$ cat config.mk
export PLATFORM = sky130hd
export DESIGN_NAME = mem_bank_rw
export DESIGN_NICKNAME = d
export VERILOG_FILES = /design/src/rtl/mem_pkg.sv /design/src/rtl/mem_be_array.sv /design/src/rtl/mem_bank_rw.sv
export SDC_FILE = /design/constraint.sdc
export NUM_CORES = 2
export LEC_CHECK = 0
export CORE_MARGIN = 1.5
export CORE_UTILIZATION = 25
export DETAILED_ROUTE_END_ITERATION = 12
export REMOVE_ABC_BUFFERS = 1
export SETUP_SLACK_MARGIN = 0.4
export SYNTH_ARGS = -nofsm -noshare
export SYNTH_HDL_FRONTEND = slang
export SYNTH_SLANG_ARGS = --single-unit
$ cat constraint.sdc
create_clock -name clk -period 7.1 [get_ports clk]
set_clock_uncertainty 0.1 [all_clocks]
set_input_delay 0.71 -clock clk [delete_from_list [all_inputs] [get_ports clk]]
set_output_delay 0.71 -clock clk [all_outputs]
set_load 0.005 [all_outputs]
$ cat src/rtl/mem_pkg.sv
// rtl/mem_pkg.sv - shared FSM state type and latency limits for the memory bank
//
// Purpose: single place for the bank controller state encoding and the legal
// read-latency window, so the top and any future users agree on both.
// Ports: none (package).

package mem_pkg;

    typedef enum logic [1:0] {
        INIT = 2'd0,
        IDLE = 2'd1,
        WAIT = 2'd2,
        RESP = 2'd3
    } state_t;

    localparam int RD_LATENCY_MIN = 1;
    localparam int RD_LATENCY_MAX = 4;

    // Wide enough to hold RD_LATENCY_MAX-1.
    localparam int LAT_CNT_W = 3;

endpackage : mem_pkg

$ cat src/rtl/mem_be_array.sv
// rtl/mem_be_array.sv - byte-enable word array with one write port and a registered read port
//
// Purpose: storage for mem_bank_rw. Writes update only enabled byte lanes;
// reads capture the addressed word into a register on the same edge.
// The array has no reset: contents are only cleared by explicit writes.
// Ports:
//   clk_i     - clock, rising edge
//   we_i      - write enable
//   waddr_i   - write word index
//   wdata_i   - write data
//   wbe_i     - byte enables, bit i covers wdata_i[8i+7:8i]
//   re_i      - read enable, captures mem[raddr_i] into rdata_o
//   raddr_i   - read word index
//   rdata_o   - registered read data, held until the next read

module mem_be_array #(
    parameter int DATA_WIDTH = 32,
    parameter int MEM_DEPTH  = 64,
    parameter int IDX_W      = 6
) (
    input  logic                    clk_i,
    input  logic                    we_i,
    input  logic [IDX_W-1:0]        waddr_i,
    input  logic [DATA_WIDTH-1:0]   wdata_i,
    input  logic [DATA_WIDTH/8-1:0] wbe_i,
    input  logic                    re_i,
    input  logic [IDX_W-1:0]        raddr_i,
    output logic [DATA_WIDTH-1:0]   rdata_o
);

    localparam int BE_W = DATA_WIDTH / 8;

    logic [DATA_WIDTH-1:0] mem_q [MEM_DEPTH];
    logic [DATA_WIDTH-1:0] rdata_q;

    always_ff @(posedge clk_i) begin
        if (we_i) begin
            for (int i = 0; i < BE_W; i++) begin
                if (wbe_i[i]) begin
                    mem_q[waddr_i][8*i +: 8] <= wdata_i[8*i +: 8];
                end
            end
        end
    end

    always_ff @(posedge clk_i) begin
        if (re_i) begin
            rdata_q <= mem_q[raddr_i];
        end
    end

    assign rdata_o = rdata_q;

endmodule : mem_be_array

$ cat src/rtl/mem_bank_rw.sv
// rtl/mem_bank_rw.sv - single-outstanding read/write memory bank with fixed response latency
//
// Purpose: after reset, sweeps the array to zero (INIT), then accepts one
// request at a time, performs the access on the accept edge and returns a
// response RD_LATENCY edges later, held until the consumer takes it.
// Ports:
//   clk        - clock, rising edge
//   reset      - asynchronous, active-high reset
//   req_valid  - request present
//   req_ready  - bank can accept a request (IDLE only)
//   req_wr     - 1 = write, 0 = read
//   req_addr   - word address; >= MEM_DEPTH is an error, never wrapped
//   req_wdata  - write data
//   req_be     - byte enables
//   rsp_valid  - response present
//   rsp_ready  - consumer accepts the response
//   rsp_rdata  - read data, 0 for writes and errors
//   rsp_wr     - echo of req_wr
//   rsp_err    - address out of range
//   init_done  - power-up clear sweep finished

module mem_bank_rw
    import mem_pkg::*;
#(
    parameter int ADDR_WIDTH = 8,
    parameter int DATA_WIDTH = 32,
    parameter int MEM_DEPTH  = 64,
    parameter int RD_LATENCY = 2
) (
    input  logic                    clk,
    input  logic                    reset,
    input  logic                    req_valid,
    output logic                    req_ready,
    input  logic                    req_wr,
    input  logic [ADDR_WIDTH-1:0]   req_addr,
    input  logic [DATA_WIDTH-1:0]   req_wdata,
    input  logic [DATA_WIDTH/8-1:0] req_be,
    output logic                    rsp_valid,
    input  logic                    rsp_ready,
    output logic [DATA_WIDTH-1:0]   rsp_rdata,
    output logic                    rsp_wr,
    output logic                    rsp_err,
    output logic                    init_done
);

    localparam int IDX_W = (MEM_DEPTH > 1) ? $clog2(MEM_DEPTH) : 1;
    localparam int BE_W  = DATA_WIDTH / 8;

    if (DATA_WIDTH % 8 != 0) begin : g_chk_dw
        $error("mem_bank_rw: DATA_WIDTH must be a multiple of 8");
    end
    if (MEM_DEPTH > (2 ** ADDR_WIDTH)) begin : g_chk_depth
        $error("mem_bank_rw: MEM_DEPTH exceeds the address space");
    end
    if (RD_LATENCY < RD_LATENCY_MIN || RD_LATENCY > RD_LATENCY_MAX) begin : g_chk_lat
        $error("mem_bank_rw: RD_LATENCY out of range");
    end

    state_t                 state_q;
    logic [IDX_W-1:0]       sweep_q;
    logic [LAT_CNT_W-1:0]   lat_q;
    logic                   req_ready_q;
    logic                   rsp_valid_q;
    logic [DATA_WIDTH-1:0]  rsp_rdata_q;
    logic                   rsp_wr_q;
    logic                   rsp_err_q;
    logic                   init_done_q;
    logic                   pend_wr_q;
    logic                   pend_err_q;

    logic                   accept_d;
    logic                   addr_oob_d;
    logic                   init_we_d;
    logic                   arr_we_d;
    logic                   arr_re_d;
    logic [IDX_W-1:0]       arr_addr_d;
    logic [DATA_WIDTH-1:0]  arr_wdata_d;
    logic [BE_W-1:0]        arr_be_d;
    logic [DATA_WIDTH-1:0]  arr_rdata;

    // req_ready_q is only ever high in IDLE, so this alone qualifies acceptance.
    assign accept_d   = req_valid && req_ready_q;
    // Compare at full address width so out-of-range addresses are never aliased.
    assign addr_oob_d = {1'b0, req_addr} >= (ADDR_WIDTH+1)'(MEM_DEPTH);

    // Gate the sweep with reset so clock edges during reset do not touch the array.
    assign init_we_d   = (state_q == INIT) && !reset;
    assign arr_we_d    = init_we_d || (accept_d && req_wr && !addr_oob_d);
    assign arr_re_d    = accept_d && !req_wr && !addr_oob_d;
    assign arr_addr_d  = (state_q == INIT) ? sweep_q : req_addr[IDX_W-1:0];
    assign arr_wdata_d = (state_q == INIT) ? '0 : req_wdata;
    assign arr_be_d    = (state_q == INIT) ? '1 : req_be;

    mem_be_array #(
        .DATA_WIDTH (DATA_WIDTH),
        .MEM_DEPTH  (MEM_DEPTH),
        .IDX_W      (IDX_W)
    ) u_array (
        .clk_i   (clk),
        .we_i    (arr_we_d),
        .waddr_i (arr_addr_d),
        .wdata_i (arr_wdata_d),
        .wbe_i   (arr_be_d),
        .re_i    (arr_re_d),
        .raddr_i (arr_addr_d),
        .rdata_o (arr_rdata)
    );

    // WAIT lasts RD_LATENCY-1 cycles and the first RESP cycle arms the
    // response registers, so rsp_valid rises RD_LATENCY edges after accept.
    always_ff @(posedge clk or posedge reset) begin
        if (reset) begin
            state_q     <= INIT;
            sweep_q     <= '0;
            lat_q       <= '0;
            req_ready_q <= 1'b0;
            rsp_valid_q <= 1'b0;
            rsp_rdata_q <= '0;
            rsp_wr_q    <= 1'b0;
            rsp_err_q   <= 1'b0;
            init_done_q <= 1'b0;
            pend_wr_q   <= 1'b0;
            pend_err_q  <= 1'b0;
        end else begin
            case (state_q)
                INIT: begin
                    if (sweep_q == IDX_W'(MEM_DEPTH - 1)) begin
                        state_q     <= IDLE;
                        sweep_q     <= '0;
                        init_done_q <= 1'b1;
                        req_ready_q <= 1'b1;
                    end else begin
                        sweep_q <= sweep_q + 1'b1;
                    end
                end
                IDLE: begin
                    if (accept_d) begin
                        req_ready_q <= 1'b0;
                        pend_wr_q   <= req_wr;
                        pend_err_q  <= addr_oob_d;
                        if (RD_LATENCY == 1) begin
                            state_q <= RESP;
                        end else begin
                            state_q <= WAIT;
                            lat_q   <= LAT_CNT_W'(1);
                        end
                    end
                end
                WAIT: begin
                    if (lat_q == LAT_CNT_W'(RD_LATENCY - 1)) begin
                        state_q <= RESP;
                        lat_q   <= '0;
                    end else begin
                        lat_q <= lat_q + 1'b1;
                    end
                end
                RESP: begin
                    if (!rsp_valid_q) begin
                        rsp_valid_q <= 1'b1;
                        rsp_wr_q    <= pend_wr_q;
                        rsp_err_q   <= pend_err_q;
                        rsp_rdata_q <= (pend_wr_q || pend_err_q) ? '0 : arr_rdata;
                    end else if (rsp_ready) begin
                        rsp_valid_q <= 1'b0;
                        rsp_wr_q    <= 1'b0;
                        rsp_err_q   <= 1'b0;
                        rsp_rdata_q <= '0;
                        req_ready_q <= 1'b1;
                        state_q     <= IDLE;
                    end
                end
                default: begin
                    state_q <= INIT;
                end
            endcase
        end
    end

    assign req_ready = req_ready_q;
    assign rsp_valid = rsp_valid_q;
    assign rsp_rdata = rsp_rdata_q;
    assign rsp_wr    = rsp_wr_q;
    assign rsp_err   = rsp_err_q;
    assign init_done = init_done_q;

endmodule : mem_bank_rw

==> flow_summary.json <==
{
  "buffer_ports.inserted": 85,
  "synth_cell_type_count": 46,
  "placementRows": 208,
  "yosys.area.top_type": "edfxtp_1",
  "power.net_switching_mw": 4.721,
  "critPathCaptureType": "flop",
  "grt_setup_unrepaired": "false",
  "globalRoute.totalOverflow": 0,
  "pin_count_of_the_biggest_net_entering_global_routing": 172,
  "timing_worst_slew_pin_value_ns": 1.411,
  "share_of_the_synthesized_area_in_compound_gates_ao_oa_aoi_oai_pct": 13.63,
  "final_min_period_over_clock_period_pct": 71.89,
  "critPathLaunchType": "flop",
  "synth_area_leaders": "edfxtp_1 77%, o21ai_0 5.0%, a22oi_1 3.8%, a22o_1 2.3%, nor3_1 1.8%",
  "synth_top_area_share_pct": 77.25,
  "aggregate_global_route_resource_usage_pct": 13.75,
  "cts-buffers-inserted": 208,
  "internal-power_mw": 19.74,
  "core_region_area_sq_um": 321400,
  "arrival_time_reported_for_the_critical_path_endpoint_ns": 5.58,
  "maxCapViolCount": 0,
  "drive_above_1_share_pct": 11.24,
  "sw_frac_of_total_pct": 19.30,
  "timing.final.crit_period_ns": 5.104,
  "worst_r2r_path_depth": 11,
  "clock_insertion_delay_worst_skew_ns": 0.84,
  "route.antenna.remaining_nets": 0,
  "final-setup-viol-count": 0,
  "clock_network_fraction_of_design_power_pct": 44.0,
  "cp_max_fo": 58,
  "timing.final.max_slew_violations": 0,
  "grt_antenna_before_repair": 13,
  "cts_tree": "done",
  "combinational_share_of_power_pct": 0.4,
  "finalWeightedCongestion": 0.8036,
  "clock-sinks": 2130,
  "dieWidth_um": 571.7,
  "drt-vias-per-instance": 5.067,
  "ys.warnings.count": 0,
  "post_synth_instance_area_sq_um": 80860,
  "ir_worst_vdd_uv": 219.0,
  "achievable-frequency_mhz": 195.9,
  "detailroute.via_count": 48160,
  "synth_ff_type": "edfxtp_1",
  "fp.dieArea_sq_um": 326800,
  "post_cts_buffers": 0,
  "synth_commonest_cells": "2080 x edfxtp_1, 805 x o21ai_0, 405 x a22oi_1, 303 x clkbuf_1, 285 x nor3_1",
  "post_cts_resized": 0,
  "power_per_cell_area_nw_per_um2": 259.8,
  "critPathRequiredTime_ns": 7.57,
  "post_dr_wirelength_cell_um": 24.46,
  "synth_simple_gate_area_share_pct": 5.096,
  "synth_fa_ha_area_share_pct": 0.1083,
  "number_of_placed_instances_taps_included": 9112,
  "grt_pass1_wl_um": 334100,
  "cts.clk_slew.worst_paths_ns": 0.06,
  "cts_hold_repair.buffers": 0,
  "power.static_leakage_nw": 27.27,
  "pin_count": 86,
  "placed_cell_area_sq_um": 87460,
  "ctsHtreeMaxLevel": 4,
  "ys_ff_latch": 2130,
  "largest_family_of_logic_cells_by_synthesized_area": "compound AO/OA/AOI/OAI gates",
  "hold_crit_class": "in2async",
  "detail_route.drc_violations": 0,
  "multiplexer_fraction_of_the_synthesized_cell_area_pct": 0.1052,
  "timing.setup.critical_path_class": "reg2reg",
  "synth_cells": 4957,
  "yosys.area_share.xor_xnor_pct": 0.02166,
  "drt_first_pass_iters": 6,
  "floorplan.initialDensity_pct": 25.16,
  "post-place-ws_ns": 1.916,
  "timing.setup.tns_ns": 0,
  "grt_pass1_vias": 46860,
  "setup_slack_ns": 1.996,
  "synth-edff-count": 2080,
  "drt_iter0_markers": 6080,
  "fin_cells": 9505,
  "synthMostInstantiatedCell": "edfxtp_1",
  "floorplan.die.height_um": 571.7,
  "synth-seq-area-share_pct": 78.80,
  "nFillCells": 31470,
  "layout-area-overhead-vs-synth_pct": 16.44,
  "report.final.hold_viol_count": 0,
  "final_area_sq_um": 94150,
  "total_wire_length_after_detailed_routing_um": 232500,
  "placed_wire_length_estimate_after_detailed_placement_um": 130000,
  "fin_nets": 5077,
  "slew-limit-headroom_pct": 5.188,
  "async_reset_ff_share_pct": 2.347,
  "seqPwrFrac_pct": 55.6,
  "cts_max_path_buffers": 3,
  "cts_root_buf": "clkbuf_16",
  "run_status": "complete, no violations",
  "synthesis.area_per_instance_sq_um": 16.31
}
==> metrics by stage <==
| stage | hold slack (ns) | total power, mW | utilization, % |
|---|---|---|---|
| floorplan | 0.3428 | 13.88 | - |
| global placement | 0.3496 | 13.96 | 27.20 |
| detailed placement | 0.3506 | 13.96 | 27.21 |
| CTS | 0.3685 | 24.56 | 29.27 |
| global route | 0.3772 | 25.01 | 29.29 |
| finish | 0.3614 | 24.46 | 29.29 |
==> metal layers <==
metal | GRT usage, % | vias to the layer above | wire length (um)
met5 | 0 | - | 22
li1 | - | 20550 | -
met4 | 4.845 | 4 | 7454
met3 | 2.605 | 372 | 19620
met2 | 22.77 | 2334 | 112900
met1 | 17.92 | 24900 | 92510
==> kinds of logic (layout without fill, tap and decap cells) <==
family                     Yosys count  count (layout)
buffers and inverters              431             670
other                                0               4
adders and majority gates            7               7
muxes                                8               8
and+or+nand+nor                    654             654
AOI/OAI and AO/OA                 1725            1725
DFF                               2130            2130
xor gates and xnor gates             2               2
==> final timing paths <==
path                                     start            endpoint  slack (ns)
max                                 state_q[0]  u_array.rdata_o[6]        2.00
max reg2reg                         state_q[0]  u_array.rdata_o[6]        2.00
max in group asynchronous                reset        rsp_rdata[4]        5.46
min in group clk           u_array.rdata_o[18]       rsp_rdata[18]        0.37
min                                      reset       rsp_rdata[31]        0.36
min reg2reg                u_array.rdata_o[18]       rsp_rdata[18]        0.37
==> cell usage in the layout, fill, tap and decap left out, types with 53 or more instances in the layout <==
cell,synthesis,routed
a221oi_1,64,64
a22o_1,208,208
a22oi_1,405,405
a31oi_1,189,189
and4_1,139,138
buf_4,17,177
clkbuf_1,303,53
clkbuf_16,0,213
clkdlybuf4s50_1,0,85
edfxtp_1,2080,2080
nand4_1,59,59
nor3_1,285,270
o21ai_0,805,805
or4_1,54,54
==> power by group through the flow <==
| stage | combinational [mW] | sequential, mW | clock [mW] |
|---|---|---|---|
| finish | 0.104 | 13.6 | 10.8 |
| global route | 0.110 | 13.6 | 11.3 |
| CTS | 0.107 | 13.6 | 10.9 |
| detailed placement | 0.107 | 13.9 | 0 |
| global placement | 0.107 | 13.9 | 0 |
| floorplan | 0.0279 | 13.9 | 0 |
==> state kept, by name (all words and copies together) (netlist names) <==
name,count
pend_err_q,1
init_done,1
u_array.rdata_o,32
req_ready,1
rsp_rdata,32
pend_wr_q,1
state_q,2
rsp_valid,1
rsp_wr,1
rsp_err,1
sweep_q,6
u_array.mem_q,2048
lat_q,3
==> final cells by class <==
class / instances / area (sq um) / share of cell area, %
tap: 4305 / 5386 / 5.721
clock inverter: 112 / 985.9 / 1.047
timing repair buffer: 278 / 2440 / 2.591
clock buffer: 273 / 5625 / 5.975
antenna: 4 / 10.01 / 0.01063
inverter: 7 / 27.53 / 0.02924
sequential: 2130 / 63710 / 67.67
multi-input combinational: 2396 / 15970 / 16.96
==> worst max-delay path, stage by stage, from the launching register on <==
cell     delay, ns
dfrtp_1       0.42
inv_1         0.16
ha_4          0.40
buf_4         0.58
and4b_4       0.47
buf_4         0.39
buf_4         0.43
o21ai_0       0.25
and4_1        0.23
a31oi_1       0.12
or4_1         0.71
or4_1         0.45
Note: power is estimated with default switching activity, not from simulation.
